## config.mk

```make
export PLATFORM = sky130hd
export DESIGN_NAME = seq_detector_param
export DESIGN_NICKNAME = d
export VERILOG_FILES = /design/src/rtl/seq_detector_param.sv
export SDC_FILE = /design/constraint.sdc
export NUM_CORES = 1
export LEC_CHECK = 0
export ABC_AREA = 1
export CAP_MARGIN = 20
export CORE_AREA = 2 2 39 41
export CTS_BUF_LIST = sky130_fd_sc_hd__clkbuf_4
export DETAILED_ROUTE_END_ITERATION = 6
export DIE_AREA = 0 0 41 43
export PLACE_DENSITY_LB_ADDON = 0.25
export SYNTH_ARGS = -nofsm -noshare
export SYNTH_HDL_FRONTEND = slang
export SYNTH_SLANG_ARGS = --single-unit
```

## constraint.sdc

```tcl
create_clock -name clk -period 1 [get_ports clk]
set_input_delay 0.2 -clock clk [delete_from_list [all_inputs] [get_ports clk]]
set_output_delay 0.2 -clock clk [all_outputs]
set_load 0.005 [all_outputs]
```

## src/rtl/seq_detector_param.sv

```systemverilog
// rtl/seq_detector_param.sv - parameterised Moore serial-pattern detector (KMP transitions built at elaboration)
// Optional 8-bit saturating match counter and match_cnt port when SEQDET_COUNT_EN is defined.
module seq_detector_param #(
  parameter int                 PAT_LEN = 4,
  parameter logic [PAT_LEN-1:0] PATTERN = 4'b1011,
  parameter int                 OVERLAP = 1,
  localparam int                SW      = $clog2(PAT_LEN + 1)
) (
  input  logic          clk,
  input  logic          rst,
  input  logic          w,
  input  logic          en,
  input  logic          clr,
  output logic          z,
  output logic [SW-1:0] cs,
  output logic [SW-1:0] ns
`ifdef SEQDET_COUNT_EN
  ,
  output logic [7:0]    match_cnt
`endif
);

  // Pattern bit i counted from the MSB (the first bit received).
  function automatic int pat_bit(input int i);
    return int'(PATTERN[PAT_LEN-1-i]);
  endfunction

  // Bit j of (first k pattern bits followed by b).
  function automatic int seq_bit(input int k, input int b, input int j);
    return (j < k) ? pat_bit(j) : b;
  endfunction

  function automatic int kmp_next(input int k, input int b);
    int  best;
    bit  ok;
    if (k == PAT_LEN && OVERLAP == 0)
      return (b == pat_bit(0)) ? 1 : 0;
    best = 0;
    for (int len = 1; len <= PAT_LEN; len++) begin
      if (len <= k + 1) begin
        ok = 1'b1;
        for (int i = 0; i < len; i++)
          if (seq_bit(k, b, k + 1 - len + i) != pat_bit(i)) ok = 1'b0;
        if (ok) best = len;
      end
    end
    return best;
  endfunction

  logic [SW-1:0] w_nxt0 [PAT_LEN+1];
  logic [SW-1:0] w_nxt1 [PAT_LEN+1];

  for (genvar k = 0; k <= PAT_LEN; k++) begin : g_tbl
    localparam logic [SW-1:0] N0 = SW'(kmp_next(k, 0));
    localparam logic [SW-1:0] N1 = SW'(kmp_next(k, 1));
    assign w_nxt0[k] = N0;
    assign w_nxt1[k] = N1;
  end

  logic [SW-1:0] r_cs;
  logic [SW-1:0] w_ns;

  // Encodings above PAT_LEN are unreachable; an enabled edge recovers them to 0.
  always_comb begin
    w_ns = en ? '0 : r_cs;
    if (en) begin
      for (int k = 0; k <= PAT_LEN; k++)
        if (r_cs == SW'(k)) w_ns = w ? w_nxt1[k] : w_nxt0[k];
    end
  end

  always_ff @(posedge clk or negedge rst) begin
    if (!rst) r_cs <= '0;
    else      r_cs <= w_ns;
  end

  assign cs = r_cs;
  assign ns = w_ns;
  assign z  = (r_cs == SW'(PAT_LEN));

`ifdef SEQDET_COUNT_EN
  logic [7:0] r_match_cnt;

  always_ff @(posedge clk or negedge rst) begin
    if (!rst)
      r_match_cnt <= '0;
    else if (clr)
      r_match_cnt <= '0;
    else if (en && w_ns == SW'(PAT_LEN) && r_match_cnt != 8'hFF)
      r_match_cnt <= r_match_cnt + 8'd1;
  end

  assign match_cnt = r_match_cnt;
`else
  logic w_unused;
  assign w_unused = clr;
`endif

endmodule

```

Word level (Yosys, flattened, before mapping)
Index checks and enable logic that the tools add are counted.

Register bits after elaboration: 3. Latch bits: 0. Bits in writable memories: 0. Memory bits (read-only): 0. Bits of input ports: 5. Word-level logic and storage cells: 17. Memories: 0.

Add/sub/neg operators: 0. Multiply operators: 0. Div/mod/pow operators: 0. Order comparisons: 0. Equal/unequal tests: 4. Shift operators: 0. Multiplexer cells: 11. Bitwise logic cells: 0. Reductions and logical operators: 1.

Operators by type and width (count): 3-bit two-way mux (8); 3-bit by 2-bit equality test with 1-bit output (second input constant) (2); 2-bit two-way mux (2); 3-bit by 1-bit equality test with 1-bit output (second input constant) (1); 3-bit equality test (second input constant) (1); 3-bit logical NOT (1); 1-bit two-way mux (1).

Longest topological paths before layout
Gate-level depths: netlist of run 1.

Depth after elaboration: 7. Depth in mapped cells: 7. Gate-level depth less buffers: 7.

Worst setup path before layout of run 1
OpenSTA, ideal clock, no wires.

Path kind: register to output. Start point: reg r_cs[0], in the netlist cs[0]. End point: out ns[1]. Arrival: 0.883 ns. Path slack: -0.083 ns. Stages on the path, launching flop included: 8. Buffers on the path: 0. Cells stage by stage: dfrtp_1 nor2_2 nand2_1 nand2_1 nand2_1 nand3_1 nand2_1 inv_1.

Longest elaborated chain between the ends: 7. Elaborated cells between the ends (all ways): 11.

RTL lines: start, declared (RTL line 60) `logic [SW-1:0] r_cs;`; start signal, assigned (RTL line 74) `else r_cs <= w_ns;`; 3-bit logical NOT (RTL line 68) `if (r_cs == SW'(k)) w_ns = w ? w_nxt1[k] : w_nxt0[k];`; 3-bit two-way mux (4 in series) (RTL line 68); 3-bit two-way mux * (RTL line 68); 3-bit two-way mux * (RTL line 66) `if (en) begin`; end, declared (RTL line 16) `output logic [SW-1:0] ns`.

Every way passes the cells marked *; elsewhere a longest branch is shown, timed or not.

Worst setup path after layout of run 1
Same ends and word-level chain as after synthesis.

==> results of run 1 <==
routing by layer:
layer / vias up / track usage / wire, microns / part of all wire
met5: - / 0 / 0 / 0
met4: 0 / 0.0800 / 14 / 0.020
met3: 2 / 0.0314 / 73 / 0.10
met2: 12 / 0.134 / 364 / 0.52
met1: 112 / 0.103 / 253 / 0.36
li1: 141 / - / - / -
worst reg2reg max path, stage by stage (launching register included):
cell     delay (ns)
dfrtp_2        0.44
buf_6          0.13
or2_2          0.28
nand2_1        0.08
inv_2          0.04
buf_4          0.12
power breakdown:
group          total, W  switching [W]  internal, W
combinational  0.000462       0.000164     0.000298
sequential     0.000192      0.0000433     0.000149
clock          0.000240      0.0000636     0.000177
total          0.000894       0.000271     0.000623
Yosys cell counts (all sizes together):
library cell,instances,share of area
a21oi,1,0.027
dfrtp,3,0.41
inv,7,0.14
nand2,7,0.14
nand3,2,0.055
nor2,4,0.096
o21ai,2,0.055
o22ai,1,0.034
or2,1,0.034
what timing repair did:
action                                  in CTS  in global routing
endpoints found under the setup margin       9                  8
hold endpoints to repair                     0                  0
gates resized for setup                     46                 10
setup buffers                                5                  5
pin swaps                                    4                  5
kinds of logic (layout without fill, tap and decap cells):
group,after synthesis,in the layout
DFF,3,3
AOI/OAI and AO/OA,4,4
buffers and inverters,7,36
and+or+nand+nor,14,14
final timing paths:
check / end / slack (ns) / start / cells after the start
max: ns[1] / -0.51 / cs[0] / 9
max in group asynchronous: cs[0] / 0.67 / rst / 1
min: cs[1] / 0.16 / rst / 1
min reg2reg: cs[0] / 0.74 / cs[2] / 4
min in group clk: cs[0] / 0.56 / w / 5
max reg2reg: cs[1] / -0.19 / cs[1] / 5
through the flow:
step,std cells,area (sq um)
CTS,68,427
finish,73,495
global placement,59,340
detailed placement,59,340
global route,73,495
floorplan,28,183
area by class of cell:
| cell class | count | area (sq um) |
|---|---|---|
| well taps | 16 | 20.0 |
| fillers | 142 | 888 |
| inverters | 7 | 26.3 |
| clock buffers | 4 | 30.0 |
| multi-input cells | 18 | 111 |
| flip-flops and latches | 3 | 77.6 |
| repair buffers | 25 | 230 |
==> impl_results.md, run 1 <==
* Final Setup Violations at 9
* Worst setup margin at -0.514 ns
* Synth Area in Compound Gates at 0.116
* CP Cell Sequence: buf_6 -> nand2_2 -> inv_2 -> nor2_2 -> nand2_1 -> nand3_1 -> nand2_1 -> inv_2 -> buf_6
* Routed len/inst at just under 10 microns
* DRC viols at 0
* Sequential cell area fraction in the yosys report at 0.411
* Yosys reg bits at 3
* Gp weighted congestion at between 0.6 and 0.7
* Die Width at approximately 41 microns
* Status: finished with violations
* Critical path class: register to output port
* Post-route ant nets at 0
* Overall power at approximately 0.0009 W
* Commonest cells after routing, fill and taps aside: buf_6, buf_4, nand2_1, inv_2, clkbuf_4
* Yosys warns at 0
* Iter 0 DRT Violations at 3
* Normalized max-slew margin at 0.891
* Post-Syn Instances at 28
* Area share of and/or/nand/nor cells after synthesis at 0.329
* Startpoint types: register
* Synth cell types at 10
* Crit path max fanout at 5
* Max-cap violations at 0
* Syn nets at 33
* Via/cell ratio at roughly 3.7
* CTS root buf: clkbuf_4
* Vias in the first global route at 290
* Sink Count at 3
* DP Worst Slack at -0.873 ns
* XOR/XNOR Fraction of Synth Area at 0
* Clock Skew at between 0.0006 and 0.0007 ns
* Detailed Route WL at 706 microns
* Unrepaired setup endpoints after global routing: true
* Pwr dens at approximately 1800 mW/mm^2
* Synth Area in Adders at 0
* Max reg flops at 3
* First-pass GRT wire length at around 1.1 mm
* Core box area at 0.00138 sq mm
* CP Buf/Inv Count at 4
* CTS Buffer Depth at 2
* Area of the die at between 0.0015 and 0.002 sq mm
* Pleak at ~0.27 nW
* Pins over their slew limit at 0
* Critical path data required time at 0.80 ns
* Total CTS buffers at 3
* Layout cell share with drive strength beyond 1 at 0.719
* CTS H-tree depth at 1
* Slowest CP cell: dfrtp_2
* Worst min path class: primary input to async pin
* CP peak stage delay at 0.45 ns
* Final worst-path cycle share at 1.51
* Post-detail-place hpwl at slightly below 400 microns
* Hold buffers post-CTS at 0
* Commonest non-fill, non-tap cell in the layout: buf_6
* CP delay by family, top: flip-flops
* Fin. Hold Viols at 0
* Tot GR Track Use at 0.0935
* Routed vias at around 270
* CTS tree: built
* Largest net degree at the start of global routing at 6
* Setup crit end kind: output port
* Tightest Pin Transition at 0.163 ns
* Worst-case hold slack at between 0.15 and 0.2 ns
* Failing checks: setup timing
* Util after Layout at 0.358
* Final-stage net count at 63
* # rows at 14
* Port Buffers at 10
* Die H at around 43 microns
* Initial antenna violation count at 0
* Crit path DAT at between 1 and 1.5 ns
* Drt pass-1 iters at 4
* Setup TNS at -2.37 ns
* Starting Density at 0.132
* Peak VDD IR at around 0.00086 V
* Clk Latency, worst-skew pair at roughly 0.24 ns
* Mux share of post-synthesis cell area at 0
* Largest family of logic cells by synthesized area: simple AND/OR/NAND/NOR gates
* Grt ovf at 0
* Mapped Avg Cell Area at 6.52 sq um
* Mapped cell area at 183 sq um
* Peak Freq at roughly 660 MHz
* Period minus WS final at 1.51 ns
* CTS clk-pin slew, worst paths at 0.03 ns
* Layout area overhead at 171%
* ANT cells at 0
* # IOs at 12
Power figures use the tool's default switching activity.
==> run 2, diff against run 1 <==
--- a/config.mk
+++ b/config.mk
@@ -6,6 +6,7 @@
 export NUM_CORES = 1
 export LEC_CHECK = 0
 export ABC_AREA = 1
+export ABC_CLOCK_PERIOD_IN_PS = 1000
 export CAP_MARGIN = 20
 export CORE_AREA = 2 2 39 41
 export CTS_BUF_LIST = sky130_fd_sc_hd__clkbuf_4
==> results of run 2 <==
Same layout as run 1: the final DEF is identical, and so are final timing and power.
